[config.mk]
export PLATFORM = sky130hd
export DESIGN_NAME = spi_reg_ctrl_flat
export DESIGN_NICKNAME = d
export VERILOG_FILES = /design/src/rtl/spi_reg_ctrl_if.sv /design/src/rtl/spi_reg_ctrl.sv /design/src/flat_wrapper.sv
export SDC_FILE = /design/constraint.sdc
export NUM_CORES = 1
export LEC_CHECK = 0
export BUFFER_PORTS_ARGS = -buffer_cell sky130_fd_sc_hd__buf_2
export CAP_MARGIN = 5
export CORE_MARGIN = 1
export CORE_UTILIZATION = 48
export CTS_CLUSTER_DIAMETER = 40
export CTS_CLUSTER_SIZE = 40
export DETAILED_ROUTE_END_ITERATION = 10
export PLACE_DENSITY = 0.76
export RECOVER_POWER = 25
export SYNTH_ARGS = -nofsm -noshare
export SYNTH_HDL_FRONTEND = slang
export SYNTH_SLANG_ARGS = --single-unit
[constraint.sdc]
create_clock -name clk -period 1.65 [get_ports clk]
set_clock_uncertainty 0.05 [all_clocks]
set_input_delay 0.2475 -clock clk [delete_from_list [all_inputs] [get_ports clk]]
set_output_delay 0.2475 -clock clk [all_outputs]
set_load 0.05 [all_outputs]
[src/rtl/spi_reg_ctrl_if.sv]
// Byte-level SPI slave and register-file side of the command sequencer.
// master = sequencer, slave = SPI slave plus register file.
interface spi_reg_ctrl_if #(
    parameter int ADDR_W = 7
);
    logic              frame_active;
    logic [7:0]        rx_data;
    logic              rx_valid;
    logic [7:0]        tx_data;
    logic              tx_valid;
    logic              tx_done;
    logic              reg_wr_en;
    logic [ADDR_W-1:0] reg_wr_addr;
    logic [7:0]        reg_wr_data;
    logic              reg_rd_en;
    logic [ADDR_W-1:0] reg_rd_addr;
    logic [7:0]        reg_rd_data;
    logic              busy;
    logic              err_overrun;

    modport master (
        input  frame_active, rx_data, rx_valid, tx_done, reg_rd_data,
        output tx_data, tx_valid, reg_wr_en, reg_wr_addr, reg_wr_data,
        output reg_rd_en, reg_rd_addr, busy, err_overrun
    );

    modport slave (
        output frame_active, rx_data, rx_valid, tx_done, reg_rd_data,
        input  tx_data, tx_valid, reg_wr_en, reg_wr_addr, reg_wr_data,
        input  reg_rd_en, reg_rd_addr, busy, err_overrun
    );
endinterface

[src/rtl/spi_reg_ctrl.sv]
// SPI command sequencer: decodes a command byte, then streams
// auto-incrementing register writes or prefetched register reads.
module spi_reg_ctrl #(
    parameter int         ADDR_W      = 7,
    parameter int         AUTO_INC    = 1,
    parameter logic [7:0] STATUS_BYTE = 8'hA5
) (
    input  logic          clk,
    input  logic          rst_n,
    spi_reg_ctrl_if.master bus
);
    typedef enum logic [2:0] {
        IDLE, CMD, WR_DATA, RD_FETCH, RD_WAIT, RD_DATA
    } state_t;

    localparam logic [ADDR_W-1:0] INC =
        (AUTO_INC != 0) ? ADDR_W'(1) : '0;

    state_t            state_q, state_d;
    logic [ADDR_W-1:0] addr_q, addr_d;
    logic [7:0]        tx_data_q, tx_data_d;
    logic              tx_valid_q, tx_valid_d;
    logic              wr_en_q, wr_en_d;
    logic [ADDR_W-1:0] wr_addr_q, wr_addr_d;
    logic [7:0]        wr_data_q, wr_data_d;
    logic              rd_en_q, rd_en_d;
    logic [ADDR_W-1:0] rd_addr_q, rd_addr_d;
    logic              err_q, err_d;
    logic              busy_q, busy_d;
    logic              frame_q, frame_d;

    logic              rise;
    logic [ADDR_W-1:0] cmd_addr;
    logic [ADDR_W-1:0] next_addr;

    assign rise      = bus.frame_active & ~frame_q;
    assign cmd_addr  = bus.rx_data[ADDR_W-1:0];
    assign next_addr = addr_q + INC;

    always_comb begin
        state_d    = state_q;
        addr_d     = addr_q;
        tx_data_d  = tx_data_q;
        tx_valid_d = tx_valid_q;
        wr_en_d    = 1'b0;
        wr_addr_d  = wr_addr_q;
        wr_data_d  = wr_data_q;
        rd_en_d    = 1'b0;
        rd_addr_d  = rd_addr_q;
        err_d      = err_q;
        frame_d    = bus.frame_active;

        // Frame end wins over any byte strobe in the same cycle.
        if (state_q != IDLE && !bus.frame_active) begin
            state_d    = IDLE;
            tx_valid_d = 1'b0;
        end else begin
            unique case (state_q)
                IDLE: begin
                    tx_data_d  = STATUS_BYTE;
                    tx_valid_d = ~bus.tx_done;
                    if (rise) begin
                        state_d = CMD;
                        err_d   = 1'b0;
                    end
                end
                CMD: begin
                    if (bus.tx_done) tx_valid_d = 1'b0;
                    if (bus.rx_valid) begin
                        addr_d     = cmd_addr;
                        tx_data_d  = 8'h00;
                        tx_valid_d = 1'b0;
                        if (bus.rx_data[7]) begin
                            state_d   = RD_FETCH;
                            rd_en_d   = 1'b1;
                            rd_addr_d = cmd_addr;
                        end else begin
                            state_d = WR_DATA;
                        end
                    end
                end
                WR_DATA: begin
                    tx_data_d  = 8'h00;
                    tx_valid_d = ~bus.tx_done;
                    if (bus.rx_valid) begin
                        wr_en_d   = 1'b1;
                        wr_addr_d = addr_q;
                        wr_data_d = bus.rx_data;
                        addr_d    = next_addr;
                    end
                end
                RD_FETCH: begin
                    state_d = RD_WAIT;
                    if (bus.tx_done || bus.rx_valid) err_d = 1'b1;
                end
                RD_WAIT: begin
                    state_d    = RD_DATA;
                    tx_data_d  = bus.reg_rd_data;
                    tx_valid_d = 1'b1;
                    if (bus.tx_done || bus.rx_valid) err_d = 1'b1;
                end
                RD_DATA: begin
                    if (bus.tx_done) begin
                        state_d    = RD_FETCH;
                        tx_valid_d = 1'b0;
                        tx_data_d  = 8'h00;
                        addr_d     = next_addr;
                        rd_en_d    = 1'b1;
                        rd_addr_d  = next_addr;
                    end
                end
                default: state_d = IDLE;
            endcase
        end

        busy_d = (state_d != IDLE);
    end

    // frame_q resets high so a select stuck high out of reset is no edge.
    always_ff @(posedge clk or negedge rst_n) begin
        if (!rst_n) begin
            state_q    <= IDLE;
            addr_q     <= '0;
            tx_data_q  <= STATUS_BYTE;
            tx_valid_q <= 1'b0;
            wr_en_q    <= 1'b0;
            wr_addr_q  <= '0;
            wr_data_q  <= 8'h00;
            rd_en_q    <= 1'b0;
            rd_addr_q  <= '0;
            err_q      <= 1'b0;
            busy_q     <= 1'b0;
            frame_q    <= 1'b1;
        end else begin
            state_q    <= state_d;
            addr_q     <= addr_d;
            tx_data_q  <= tx_data_d;
            tx_valid_q <= tx_valid_d;
            wr_en_q    <= wr_en_d;
            wr_addr_q  <= wr_addr_d;
            wr_data_q  <= wr_data_d;
            rd_en_q    <= rd_en_d;
            rd_addr_q  <= rd_addr_d;
            err_q      <= err_d;
            busy_q     <= busy_d;
            frame_q    <= frame_d;
        end
    end

    assign bus.tx_data     = tx_data_q;
    assign bus.tx_valid    = tx_valid_q;
    assign bus.reg_wr_en   = wr_en_q;
    assign bus.reg_wr_addr = wr_addr_q;
    assign bus.reg_wr_data = wr_data_q;
    assign bus.reg_rd_en   = rd_en_q;
    assign bus.reg_rd_addr = rd_addr_q;
    assign bus.busy        = busy_q;
    assign bus.err_overrun = err_q;
endmodule

[src/flat_wrapper.sv]
// flat-port wrapper written by rule: the top's interface ports become plain ports
module spi_reg_ctrl_flat 
#(
    parameter int         ADDR_W      = 7,
    parameter int         AUTO_INC    = 1,
    parameter logic [7:0] STATUS_BYTE = 8'hA5
)
  (clk, rst_n, bus_frame_active, bus_rx_data, bus_rx_valid, bus_tx_done, bus_reg_rd_data, bus_tx_data, bus_tx_valid, bus_reg_wr_en, bus_reg_wr_addr, bus_reg_wr_data, bus_reg_rd_en, bus_reg_rd_addr, bus_busy, bus_err_overrun);
  spi_reg_ctrl_if #(.ADDR_W(ADDR_W)) bus_i ();
  input  logic clk;
  input  logic rst_n;
  input wire logic [$bits(bus_i.frame_active)-1:0] bus_frame_active;
  input wire logic [$bits(bus_i.rx_data)-1:0] bus_rx_data;
  input wire logic [$bits(bus_i.rx_valid)-1:0] bus_rx_valid;
  input wire logic [$bits(bus_i.tx_done)-1:0] bus_tx_done;
  input wire logic [$bits(bus_i.reg_rd_data)-1:0] bus_reg_rd_data;
  output wire logic [$bits(bus_i.tx_data)-1:0] bus_tx_data;
  output wire logic [$bits(bus_i.tx_valid)-1:0] bus_tx_valid;
  output wire logic [$bits(bus_i.reg_wr_en)-1:0] bus_reg_wr_en;
  output wire logic [$bits(bus_i.reg_wr_addr)-1:0] bus_reg_wr_addr;
  output wire logic [$bits(bus_i.reg_wr_data)-1:0] bus_reg_wr_data;
  output wire logic [$bits(bus_i.reg_rd_en)-1:0] bus_reg_rd_en;
  output wire logic [$bits(bus_i.reg_rd_addr)-1:0] bus_reg_rd_addr;
  output wire logic [$bits(bus_i.busy)-1:0] bus_busy;
  output wire logic [$bits(bus_i.err_overrun)-1:0] bus_err_overrun;
  assign bus_i.frame_active = bus_frame_active;
  assign bus_i.rx_data = bus_rx_data;
  assign bus_i.rx_valid = bus_rx_valid;
  assign bus_i.tx_done = bus_tx_done;
  assign bus_i.reg_rd_data = bus_reg_rd_data;
  assign bus_tx_data = bus_i.tx_data;
  assign bus_tx_valid = bus_i.tx_valid;
  assign bus_reg_wr_en = bus_i.reg_wr_en;
  assign bus_reg_wr_addr = bus_i.reg_wr_addr;
  assign bus_reg_wr_data = bus_i.reg_wr_data;
  assign bus_reg_rd_en = bus_i.reg_rd_en;
  assign bus_reg_rd_addr = bus_i.reg_rd_addr;
  assign bus_busy = bus_i.busy;
  assign bus_err_overrun = bus_i.err_overrun;
  spi_reg_ctrl #(.ADDR_W(ADDR_W), .AUTO_INC(AUTO_INC), .STATUS_BYTE(STATUS_BYTE)) u_core (.clk(clk), .rst_n(rst_n), .bus(bus_i));
endmodule
# Word-level counts from Yosys, hierarchy flattened
# Index checks and enable logic that the tools add are counted.
[op_classes] add_sub_neg=1 multipliers=0 div=0 magnitude_cmp=0 n_eq_ne=11 shift=0 mux=31 bitwise=4 reduce_logical=18
[op_table] op="$pmux W8 S5" count=1
[op_table] op="$mux W7" count=5
[op_table] op="$pmux W7 S3" count=1
[op_table] op="$pmux W3 S6" count=1
[op_table] op="$mux W8" count=2
[op_table] op="$pmux W7 S2" count=1
[op_table] op="$mux W1" count=13
[op_table] op="$mux W3" count=4
[op_table] op="$reduce_and A5 Y1" count=2
[op_table] op="$reduce_bool A5 Y1" count=2
[op_table] op="$reduce_bool A3 Y1" count=3
[op_table] op="$ne A2 B2 Y1 const B" count=4
[op_table] op="$reduce_and A4 Y1" count=2
[op_table] op="$add A7 B1 Y7 const B" count=1
[op_table] op="$eq A3 B2 Y1 const B" count=2
[op_table] op="$eq A3 B3 Y1 const B" count=2
[op_table] op="$ne A2 B1 Y1 const B" count=2
[op_table] op="$pmux W1 S2" count=2
[op_table] op="$pmux W1 S4" count=1
[op_table] op="$reduce_bool A2 Y1" count=2
[op_table] op="$reduce_or A2 Y1" count=2
[op_table] op="$eq A3 B1 Y1 const B" count=1
[op_table] op="$logic_not A3 Y1" count=1
[op_table] op="$not A1 Y1" count=3
[op_table] op="other kinds (5)" count=5
[totals] reg_bits=46 latchBits=0 ramBits=0 mem_bits_ro=0 output_inout_bits=35 wordCells=77 n_memories=0

# Logic depth before layout (Yosys ltp)
[logic_depth] ltp_word=6 mapped_depth=7 ltp_nobuf=5

# Worst setup path before layout
# No wires, ideal clock.
[synth_path] path_kind="register to register" startpoint="register u_core.state_q[0]" endpoint="register u_core.addr_q[0]" setup_ps=80 arrival_time_ps=1612 required_ps=1520 setup_slack_ps=-92 stages_incl_launch_ff=8 n_path_buf=3 cell_sequence="dfrtp_1 > buf_6 > or3b_1 > buf_2 > and2_4 > buf_6 > or3_1 > o211ai_2"
[synth_between] elab_chain_len=4 word_cells_on_any_way=12 classes_between="6 x eq/ne; 1 x mux; 1 x bitwise; 4 x reduce/logical"
[synth_lines] element="start: declaration" line_no="spi_reg_ctrl.sv:19" text="state_t state_q, state_d;"
[synth_lines] element="start signal: assignment" line_no="spi_reg_ctrl.sv:135" text="state_q <= state_d;"
[synth_lines] element="parallel branches: the longest is 4 deep, another holds $reduce_and A5 Y1"
[synth_lines] element="end signal: assignment" line_no="spi_reg_ctrl.sv:136" text="addr_q <= addr_d;"
[synth_lines] element="end: declaration" line_no="spi_reg_ctrl.sv:20" text="logic [ADDR_W-1:0] addr_q, addr_d;"
# Parallel ways; which one is timed is not known.
# A chain may end at the register's enable or synchronous reset.

# Worst setup path in the final report
[layout_path] startpoint="register u_core.state_q[2]" endpoint="register u_core.tx_data_q[7], in the netlist u_core.bus.tx_data[7]"
[layout_between] elab_chain_len=4 word_cells_on_any_way=13 classes_between="6 x eq/ne; 1 x mux; 1 x bitwise; 5 x reduce/logical"
[layout_lines] element="parallel branches: the longest is 4 deep, another holds $reduce_bool A5 Y1"
[layout_lines] element="end signal: assignment" line_no="spi_reg_ctrl.sv:137" text="tx_data_q <= tx_data_d;"
[layout_lines] element="end: declaration" line_no="spi_reg_ctrl.sv:21" text="logic [7:0] tx_data_q, tx_data_d;"
# Parallel ways; which one is timed is not known.

==> reports/qor.csv <==
metric,value,unit
run status,"complete, but fails checks",
violated checks,design-rule violations,
I/O pin count,56,
first drt pass iteration count,7,
crit start category,register,
hold_ws,0.134,ns
DRC Markers,5,
Routability Congestion,0.838,
ANT cells,0,
synth cell count leaders,"dfrtp_1, nand2_1, inv_1",
Post-synth EDFFs,0,
Unique masters post-synth,44,
prevailing post-synth register cell,dfrtp_1,
total grt overflow,0,
Port Buffer Count,55,
"non-filler cells, final",331,
min Tclk post-route,1.58,ns
Die X,70.5,um
Worst EP required,1.82,ns
CP Class,register to register,
routed wire length per instance,13.7,um
worst-path maximum fanout,8,
1st-iter DRT viols,108,
starting density of the core,50.6,%
Ys Warns,0,
maximum vdd drop,0.820,mV
final hold vios,0,
final setup fails,0,
syn avg cell area,10.5,um2
largest net degree at the start of global routing,24,
CTS tree,yes,
die area,0.00496,mm2
Power Density,1380,mW/mm2
fill count,371,
Worst Path Arrival,1.75,ns
sequential share of the synthesized area,51.4,%
final wirelength,4.54,mm
share of the synthesized area in the top cell type,45.6,%
CTS Root Cell,clkbuf_8,
syn_nets,236,
maximum clock frequency,635,MHz
"FFs w/ async S/R, synth",100,%
Finished Core Util,62.2,%
Worst-path clk slew,0.08,ns
# nets final,301,
Core Area,0.00444,mm2
placed cells,322,
first-pass GRT wire length,7.85,mm
clk buf depth,2,
Synth area leaders,"dfrtp_1, mux2i_1, dfstp_2, mux2_1, nand2_1",
Final Instance Area,0.00276,mm2
"Period Utilization, post-route",95.5,%
Post-DRT Antenna Nets,0,
Least-Margin Pin Slew,0.557,ns
row count,24,
most numerous cell in the Yosys netlist,dfrtp_1,
H-tree Lvls,2,
Inserted Clock Buffers,5,
final max-slew violation count,0,
total power,3.82,mW
relative slew slack,62.6,%
vias,1740,
static leakage,1.42,nW
MaxCap Viol Count,0,
area post-placement,0.00265,mm2
vias in the first global route,1577,
initial antenna violation count,0,
largest area contributor in the netlist,dfrtp_1,
Mapped Cells,214,
HP Class,input port to register,
synthesized cell area,0.00225,mm2
Clock Latency Late Sink,0.29,ns
Die Ht,70.5,um
overall global routing resource usage,20.3,%
vias per inst,5.26,
dpl hpwl,3.30,mm
CP Capture Type,register,
layout cells sized above 1,34.8,%
Yosys reg bits,46,
# clock sinks,46,
synth-to-layout area growth,22.9,%
==> cells in the final DEF (no fill, tap or decap), drive strengths merged <==
master,n
and2,2
clkinvlp,1
ha,1
a2bb2oi,2
o221ai,5
dfstp,5
a31oi,2
inv,15
o21ai,17
nor3,2
o22a,1
o211ai,1
a21oi,14
xor2,2
a211oi,1
and3,1
nand3b,3
nor2b,3
or3,2
nand2,26
nor2,4
dfrtp,41
o22ai,1
buf,68
or2,3
or3b,1
nand2b,5
mux2i,14
a21boi,1
dlygate4sd3,1
a22o,1
and3b,2
xnor2,2
mux2,16
nand3,4
clkbuf,9
==> final timing paths <==
kind	cells after the start	to	startpoint	slack, ns
max	5	u_core.bus.tx_data[7]$_DFFE_PN1P_	u_core.state_q[2]$_DFF_PN0_	0.07
min	3	u_core.bus.tx_data[6]$_DFFE_PN0P_	bus_reg_rd_data[6]	0.13
max reg2reg	5	u_core.bus.tx_data[7]$_DFFE_PN1P_	u_core.state_q[2]$_DFF_PN0_	0.07
min reg2reg	2	u_core.bus.tx_data[0]$_DFFE_PN1P_	u_core.bus.tx_data[0]$_DFFE_PN1P_	0.42
max in group asynchronous	3	u_core.addr_q[6]$_DFFE_PN0P_	rst_n	0.31
min in group asynchronous	2	u_core.bus.err_overrun$_DFFE_PN0P_	rst_n	0.42
==> registers in the layout, indices dropped and copies added (netlist names) <==
register / cells
u_core.bus.reg_wr_data: 8
u_core.bus.tx_data: 8
u_core.addr_q: 7
u_core.bus.reg_rd_addr: 7
u_core.bus.reg_wr_addr: 7
u_core.state_q: 3
u_core.bus.busy: 1
u_core.bus.err_overrun: 1
u_core.bus.reg_rd_en: 1
u_core.bus.reg_wr_en: 1
u_core.bus.tx_valid: 1
u_core.frame_q: 1
==> layout make-up <==
type / instances / area (um2) / area share [%]
well taps: 52 / 65.1 / 2.35
inverters: 15 / 56.3 / 2.04
clock inverters: 1 / 7.51 / 0.272
multi-input cells: 139 / 975 / 35.3
flip-flops and latches: 46 / 1160 / 41.9
clock buffers: 6 / 72.6 / 2.63
repair buffers: 72 / 429 / 15.5
==> through the flow <==
step,setup WS [ns],TNS [ns]
after floorplan,-0.0923,-0.246
after global placement,0.0860,0
after detailed placement,-0.00117,-0.00117
after CTS,0.0125,0
after global routing,-0.0163,-0.0208
final,0.0747,0
==> power breakdown <==
part           total (mW)  internal, mW  switching (mW)
Sequential           1.60          1.42           0.179
Clock               0.647         0.291           0.357
Combinational        1.57         0.453            1.12
Total                3.82          2.16            1.66
==> layer usage <==
metal	global-route usage [%]	wire length, um	up-vias
li1	-	-	860
met1	29.2	2210	820
met3	4.91	228	9
met2	30.4	2020	51
met5	0	0	-
met4	6.12	73	0
==> critical path, cell delays in order (launching register included) <==
cell and delay (ns):
dfrtp_2 0.45, mux2_4 0.34, a2bb2oi_2 0.14, o22a_1 0.20, buf_12 0.14, mux2i_1 0.18
==> cells by family (layout without fill, tap and decap cells) <==
kind of cell	count (synthesis)	in the layout	synth area share, %
simple gates	58	58	13.2
compound gates	46	46	13.0
flops	46	46	51.4
mux	30	30	14.2
buf+inv	29	94	6.01
xor+xnor	4	4	1.56
fa+ha+maj	1	1	0.556
==> repair_timing <==
action                                  CTS  global route
buffers inserted                          1             0
hold buffers                              1             0
endpoints found under the setup margin    8             9
pin swaps                                 1             2
resized for setup                         0             5
endpoints found under the hold margin    16             0
(Power assumes the default switching activity.)
